## src/rtl/reversi_pkg.sv

```systemverilog
// Shared definitions for the reversi move checker: board geometry, cell codes,
// FSM state encoding, the per-direction step table and a population-count helper.
package reversi_pkg;

    localparam int CELLS   = 64;
    localparam int CELL_W  = 3;
    localparam int BOARD_W = CELLS * CELL_W;
    localparam int POS_W   = 6;
    localparam int INDEX_W = 7;
    localparam int DIR_W   = 3;
    localparam int COUNT_W = 5;

    // Cell codes: any code with the top bit clear is an empty square.
    localparam logic [CELL_W-1:0] CELL_EMPTY = 3'b000;
    localparam logic [CELL_W-1:0] CELL_BLACK = 3'b111;
    localparam logic [CELL_W-1:0] CELL_WHITE = 3'b110;

    typedef enum logic [1:0] {
        ST_IDLE  = 2'd0,
        ST_CHECK = 2'd1,
        ST_WALK  = 2'd2,
        ST_DONE  = 2'd3
    } state_t;

    // Directions are walked in this order: N, NE, E, SE, S, SW, W, NW.
    localparam logic [DIR_W-1:0] DIR_LAST = 3'd7;

    localparam logic signed [4:0] DIR_DELTA [8] = '{
        -5'sd8, -5'sd7, 5'sd1, 5'sd9, 5'sd8, 5'sd7, -5'sd1, -5'sd9
    };

    // Which directions move towards each board edge (bit n = direction n).
    localparam logic [7:0] DIR_UP    = 8'b1000_0011;
    localparam logic [7:0] DIR_DOWN  = 8'b0011_1000;
    localparam logic [7:0] DIR_RIGHT = 8'b0000_1110;
    localparam logic [7:0] DIR_LEFT  = 8'b1110_0000;

    // Number of set bits in a cell mask; a single move can flip at most 18 discs.
    function automatic logic [COUNT_W-1:0] popcount(input logic [CELLS-1:0] m);
        logic [COUNT_W-1:0] cnt;
        cnt = '0;
        for (int i = 0; i < CELLS; i++) begin
            cnt = cnt + COUNT_W'(m[i]);
        end
        return cnt;
    endfunction

endpackage

```

## src/rtl/board_step.sv

```systemverilog
// One step across the 8x8 board: given a cell and a direction, returns the
// neighbouring cell and whether that step would leave the board (row or column
// bound), so column wrap such as cell 7 -> cell 8 is reported as off-board.
module board_step
    import reversi_pkg::*;
(
    input  logic [POS_W-1:0] i_cell,
    input  logic [DIR_W-1:0] i_dir,
    output logic [POS_W-1:0] o_next_cell,
    output logic             o_off_board
);

    logic [2:0]       w_row;
    logic [2:0]       w_col;
    logic [POS_W-1:0] w_delta;

    assign w_row   = i_cell[5:3];
    assign w_col   = i_cell[2:0];
    assign w_delta = POS_W'(DIR_DELTA[i_dir]);

    // Modulo-64 add; only meaningful when o_off_board is low.
    assign o_next_cell = i_cell + w_delta;

    assign o_off_board = (DIR_UP[i_dir]    && (w_row == 3'd0)) ||
                         (DIR_DOWN[i_dir]  && (w_row == 3'd7)) ||
                         (DIR_LEFT[i_dir]  && (w_col == 3'd0)) ||
                         (DIR_RIGHT[i_dir] && (w_col == 3'd7));

endmodule

```

## src/rtl/move_check.sv

```systemverilog
// Reversi move checker: on start, captures a board, a target cell and the side
// to move, then walks the eight directions one cell per cycle and reports which
// opponent discs the move would flip.
module move_check #(
    parameter int CELLS  = reversi_pkg::CELLS,
    parameter int CELL_W = reversi_pkg::CELL_W
) (
    input  logic                              clk,
    input  logic                              resetn,
    input  logic                              start,
    input  logic [CELLS*CELL_W-1:0]           curr_board,
    input  logic [reversi_pkg::INDEX_W-1:0]   index,
    input  logic                              player_black,
    output logic                              busy,
    output logic                              done,
    output logic                              legal,
    output logic [CELLS-1:0]                  flip_mask,
    output logic [reversi_pkg::COUNT_W-1:0]   flip_count
);

    import reversi_pkg::*;

    localparam logic [CELLS-1:0] MASK_LSB = CELLS'(1);

    state_t                    r_state;
    state_t                    w_state_next;

    logic [CELLS*CELL_W-1:0]   r_board;
    logic [INDEX_W-1:0]        r_index;
    logic                      r_player;

    logic [POS_W-1:0]          r_target;
    logic [POS_W-1:0]          r_ptr;
    logic [DIR_W-1:0]          r_dir;
    logic [CELLS-1:0]          r_run;
    logic [CELLS-1:0]          r_acc;

    logic [CELLS-1:0]          r_flip_mask;
    logic                      r_legal;
    logic [COUNT_W-1:0]        r_flip_count;

    logic [POS_W-1:0]          w_ptr_next;
    logic [DIR_W-1:0]          w_dir_next;
    logic [CELLS-1:0]          w_run_next;
    logic [CELLS-1:0]          w_acc_next;
    logic                      w_accept;
    logic                      w_dir_end;

    logic [INDEX_W-1:0]        w_cell_num;
    logic [INDEX_W-1:0]        w_index_rem;
    logic [CELL_W-1:0]         w_target_code;
    logic                      w_target_bad;

    logic [CELL_W-1:0]         w_own;
    logic [CELL_W-1:0]         w_opp;

    logic [POS_W-1:0]          w_step_cell;
    logic                      w_step_off;
    logic [CELL_W-1:0]         w_walk_code;
    logic [POS_W-1:0]          w_unused_look_cell;
    logic                      w_look_off;

    // Target decode from the captured index: cell = index/3, must be aligned,
    // on the board and empty.
    assign w_cell_num    = r_index / INDEX_W'(3);
    assign w_index_rem   = r_index % INDEX_W'(3);
    assign w_target_code = r_board[int'(w_cell_num) * CELL_W +: CELL_W];
    assign w_target_bad  = (w_index_rem != '0) ||
                           (w_cell_num >= INDEX_W'(CELLS)) ||
                           w_target_code[CELL_W-1];

    assign w_own = r_player ? CELL_BLACK : CELL_WHITE;
    assign w_opp = r_player ? CELL_WHITE : CELL_BLACK;

    // The cell read this cycle.
    board_step u_step (
        .i_cell      (r_ptr),
        .i_dir       (r_dir),
        .o_next_cell (w_step_cell),
        .o_off_board (w_step_off)
    );

    // One step further: an opponent run that reaches the edge can never be
    // bracketed, so the direction ends now and each direction costs at most
    // seven cycles.
    board_step u_look (
        .i_cell      (w_step_cell),
        .i_dir       (r_dir),
        .o_next_cell (w_unused_look_cell),
        .o_off_board (w_look_off)
    );

    assign w_walk_code = r_board[int'(w_step_cell) * CELL_W +: CELL_W];

    // State register.
    always_ff @(posedge clk) begin
        // NOTE: sequential state uses non-blocking assignment so every register
        // samples the pre-edge values regardless of statement order.
        if (resetn) begin
            r_state <= ST_IDLE;
        end else begin
            r_state <= w_state_next;
        end
    end

    // Next-state logic and the walk datapath updates.
    always_comb begin
        // NOTE: every signal driven here gets a default first, so no path can
        // leave one unassigned and infer a latch.
        w_state_next = r_state;
        w_ptr_next   = r_ptr;
        w_dir_next   = r_dir;
        w_run_next   = r_run;
        w_acc_next   = r_acc;
        w_accept     = 1'b0;
        w_dir_end    = 1'b0;

        case (r_state)
            ST_IDLE: begin
                if (start) begin
                    w_accept     = 1'b1;
                    w_state_next = ST_CHECK;
                    w_run_next   = '0;
                    w_acc_next   = '0;
                end
            end

            ST_CHECK: begin
                if (w_target_bad) begin
                    w_state_next = ST_DONE;
                end else begin
                    w_state_next = ST_WALK;
                    w_dir_next   = '0;
                    w_ptr_next   = w_cell_num[POS_W-1:0];
                    w_run_next   = '0;
                end
            end

            ST_WALK: begin
                if (w_step_off) begin
                    w_dir_end = 1'b1;
                end else if (w_walk_code == w_opp) begin
                    w_run_next = r_run | (MASK_LSB << w_step_cell);
                    if (w_look_off) begin
                        w_dir_end = 1'b1;
                    end else begin
                        w_ptr_next = w_step_cell;
                    end
                end else if ((w_walk_code == w_own) && (r_run != '0)) begin
                    w_acc_next = r_acc | r_run;
                    w_dir_end  = 1'b1;
                end else begin
                    w_dir_end = 1'b1;
                end

                if (w_dir_end) begin
                    w_run_next = '0;
                    w_ptr_next = r_target;
                    if (r_dir == DIR_LAST) begin
                        w_state_next = ST_DONE;
                    end else begin
                        w_dir_next = r_dir + DIR_W'(1);
                    end
                end
            end

            ST_DONE: begin
                w_state_next = ST_IDLE;
            end

            default: begin
                w_state_next = ST_IDLE;
            end
        endcase
    end

    // Capture of the request operands.
    always_ff @(posedge clk) begin
        // NOTE: the captured board/index/colour are deliberately left out of
        // reset; they are always reloaded on an accepted start before use.
        if (w_accept) begin
            r_board  <= curr_board;
            r_index  <= index;
            r_player <= player_black;
        end
    end

    // Walk registers and the result registers (cleared on accept, loaded on
    // entry to DONE so they are valid together with the done pulse).
    always_ff @(posedge clk) begin
        if (resetn) begin
            r_target     <= '0;
            r_ptr        <= '0;
            r_dir        <= '0;
            r_run        <= '0;
            r_acc        <= '0;
            r_flip_mask  <= '0;
            r_legal      <= 1'b0;
            r_flip_count <= '0;
        end else begin
            r_ptr <= w_ptr_next;
            r_dir <= w_dir_next;
            r_run <= w_run_next;
            r_acc <= w_acc_next;

            if (r_state == ST_CHECK) begin
                r_target <= w_cell_num[POS_W-1:0];
            end

            if (w_accept) begin
                r_flip_mask  <= '0;
                r_legal      <= 1'b0;
                r_flip_count <= '0;
            end else if ((w_state_next == ST_DONE) && (r_state != ST_DONE)) begin
                r_flip_mask  <= w_acc_next;
                r_legal      <= (w_acc_next != '0);
                r_flip_count <= popcount(w_acc_next);
            end
        end
    end

    assign busy       = (r_state != ST_IDLE);
    assign done       = (r_state == ST_DONE);
    assign legal      = r_legal;
    assign flip_mask  = r_flip_mask;
    assign flip_count = r_flip_count;

endmodule

```

## config.mk

```make
export PLATFORM = sky130hd
export DESIGN_NAME = move_check
export DESIGN_NICKNAME = d
export VERILOG_FILES = /design/src/rtl/reversi_pkg.sv /design/src/rtl/board_step.sv /design/src/rtl/move_check.sv
export SDC_FILE = /design/constraint.sdc
export NUM_CORES = 1
export LEC_CHECK = 0
export CAP_MARGIN = 40
export CORE_UTILIZATION = 59
export CTS_CLUSTER_DIAMETER = 150
export DETAILED_ROUTE_END_ITERATION = 6
export PLACE_DENSITY = 0.85
export REMOVE_ABC_BUFFERS = 1
export SETUP_SLACK_MARGIN = 0.4
export SYNTH_ARGS = -nofsm -noshare
export SYNTH_HDL_FRONTEND = slang
export SYNTH_SLANG_ARGS = --single-unit
```

## constraint.sdc

```tcl
create_clock -name clk -period 25.4 [get_ports clk]
set_input_delay 5.08 -clock clk [delete_from_list [all_inputs] [get_ports clk]]
set_output_delay 5.08 -clock clk [all_outputs]
set_load 0.02 [all_outputs]
```

==> results.md <==
- Status: finished, violations left
- Failing checks: design-rule violations
- Most frequent CP cell: fa_1
- CTS sink cnt: approximately 420
- Tcrit/Tclk final: 0.479
- Slowest cell on the critical path: fa_1
- Mapped Area: roughly 19000 µm²
- Root Driver: clkbuf_16
- GRT Residual Overflow: 0
- Cts repair resizes: 0
- Max-slew violation count: 0
- Fin area: around 23000 µm²
- Io pins: between 200 and 300
- Critical path class: input pin to flip-flop
- Max-cap viol count: 0
- WL/cell: between 20 and 25 µm
- ANT nets after route: 0
- Die H: roughly 180 µm
- Post-Synthesis Cells: approximately 1600
- WP data required: around 26 ns
- First-pass GRT wire length: roughly 78 mm
- Port buffer count: between 200 and 300
- Vias in the first global route: approximately 14000
- Vias post-DR: 14415
- Sw frac: 0.370
- Cell Rows: 64
- Finished Layout Cells: 2295
- Share of cells above drive strength 1: 0.0748
- Final WL: roughly 49 mm
- Final setup violation count: 0
- Final worst path period need: between 10 and 15 ns
- CTS tree: yes
- Syn-to-layout area delta: 23.7%
- Netlist cell types: 81
- 1st-pass router iterations: 7
- Largest net degree at the start of global routing: 92
- Hold Path Class: flip-flop to flip-flop
- Post-CTS setup buffer count: 0
- Post-Syn Area per Cell: between 10 and 15 µm²
- Combinational share of power: 0.388
- Critical path arrival: roughly 13 ns
- Setup crit start kind: input pin
- CTS Buf Count: between 40 and 50
- DR vias/cell: 6.28
- Pint: around 1.6 mW
- Worst Tran Pin Value: 0.958 ns
- Slowest stage delay, CP: 0.56 ns
- Clk_skew: approximately 0.023 ns
- Net Sw Power: around 950 µW
- Maximum VDD drop: 104 µV
- EDFF count, synth: 200
- Worst-path clk slew: ~0.06 ns
- Async SR Flop Fraction: 0
- CTS Hold Bufs: 0
- Placed Instances: between 2000 and 2500
- Clk pwr share: 0.244
- Crit path max fanout: 64
- Worst-Skew Late Latency: 0.55 ns
- # DRC: 3
- CTS Buffer Depth: 3
- WHS: 0.494 ns
- Placed Area: roughly 22000 µm²
- Synth warn: 0
- Core area: between 30000 and 40000 µm²
- Max_slew headroom: 0.361
- Flop pwr share: 0.368
- Crit. End Element: flip-flop
- Synthesized flop and latch total: around 420
- Die width: around 180 µm
- Seq/Total Area, Yosys: 0.553
- Antenna violations before repair: 1
- Global Route Usage Sum: 0.305
- Die ar.: 32600 µm²
- HPWL after DPL: 35.1 mm
- Fillers: 1973
- Final #Nets: about 2200
- Most common flop cell mapped by yosys: dfxtp_1
- P per Cell Area: around 110 nW/µm²
- Crit path max-delay family: adder cells
- RePlAce Congestion: 0.936
- F_max: 82.1 MHz
- Buf/Inv on CP: 9
- RSZ-0062 raised after global routing: no
- Initial core utilization: 0.606
- Final Hold Viols: 0
- Total power: between 2 and 3 mW
- Lkg Pwr: a little over 8 nW
- # H-tree levels: 2
- Setup TNS: 0 ns
- 1st-iter DRT viols: roughly 1900
==> metal layers <==
metal,global-route usage,wire [µm]
met5,0,0
met4,0.106,1700
met3,0.0548,4230
met2,0.515,24200
met1,0.396,19100
==> synthesized netlist by cell type (all sizes together), types with 10 or more instances <==
library cell	n	share of area
nor2	261	0.052
a21oi	86	0.023
o211ai	14	0.0056
nor2b	10	0.0033
nand2	63	0.013
nor4	31	0.011
nand3	29	0.0080
o21ai	34	0.0097
a211oi	87	0.035
mux4	28	0.034
xnor2	18	0.0084
mux2i	51	0.027
dfxtp	219	0.23
nand4	14	0.0047
edfxtp	200	0.32
buf	45	0.013
fa	54	0.058
inv	68	0.014
nand2b	10	0.0033
a22oi	67	0.027
clkbuf	55	0.011
nor3	19	0.0059
ha	27	0.018
==> final timing paths <==
path	from	end	slack (ns)	cells after the start
hold reg to reg	r_target[1]	r_target[1]	0.49	2
setup / recovery	start	flip_count[4]	13.23	26
hold / removal	r_target[1]	r_target[1]	0.49	2
setup reg to reg	r_dir[0]	flip_count[4]	14.15	35
==> metrics by stage <==
step                utilization  setup slack [ns]
floorplan                     -             13.57
global placement          0.701             12.87
detailed placement        0.705             12.69
CTS                       0.750             13.23
global route              0.750             12.81
finish                    0.750             13.23
==> cell families (layout without fill, tap and decap cells) <==
family / Yosys count / in the layout / synth area share
xor+xnor: 22 / 22 / 0.0103
fa+ha+maj: 81 / 81 / 0.0755
other cells: 0 / 1 / 0
buf+inv: 168 / 434 / 0.0378
mux: 82 / 82 / 0.0627
compound gates: 367 / 367 / 0.137
simple gates: 493 / 493 / 0.123
flops: 419 / 419 / 0.553
==> cells in the final DEF (no fill, tap or decap), drive strengths merged, types with 54 or more instances in the layout <==
master	count
nor2	261
dfxtp	219
a211oi	87
inv	71
clkdlybuf4s50	273
edfxtp	200
nand2	63
a21oi	86
a22oi	67
fa	54
clkbuf	59
==> cell type report <==
cell class                      instances  area [µm²]  share of cell area
Tap cell                              396         495              0.0213
Inverter                               68         260              0.0112
Antenna cell                            1        2.50            0.000108
Timing Repair Buffer                  294        2960               0.127
Multi-Input combinational cell       1045        7740               0.333
Sequential cell                       419       10400               0.447
Clock inverter                         13         156             0.00673
Clock buffer                           59        1240              0.0535
==> worst register-to-register path, delay by kind of cell (launching register included) <==
| family | cells | cell delay [ns] |
|---|---|---|
| adder cells (fa/ha/maj) | 12 | 5.46 |
| AO/OA/AOI/OAI | 8 | 1.60 |
| XOR/XNOR | 3 | 1.20 |
| buffers and inverters | 9 | 1.06 |
| AND/OR/NAND/NOR | 2 | 0.74 |
| multiplexers | 1 | 0.60 |
| flip-flops | 1 | 0.47 |
==> state kept, by name, summed over array words and instances (netlist names), named ones only <==
| signal | count |
|---|---|
| r_ptr | 6 |
| flip_mask | 64 |
| r_index | 7 |
| r_target | 6 |
| r_run | 64 |
| flip_count | 5 |
| r_board | 192 |
| legal | 1 |
| r_dir | 3 |
| r_player | 1 |
| r_acc | 64 |
| r_state | 2 |
==> power by group through the flow <==
stage               clock (mW)  sequential, mW  combinational (mW)
detailed placement           0           0.959               0.983
floorplan                    0            1.01               0.590
global route             0.663           0.961                1.08
CTS                      0.633           0.946               0.993
global placement             0           0.954               0.948
finish                   0.629           0.948                1.00
No activity file was read; power rests on OpenSTA's default activity.
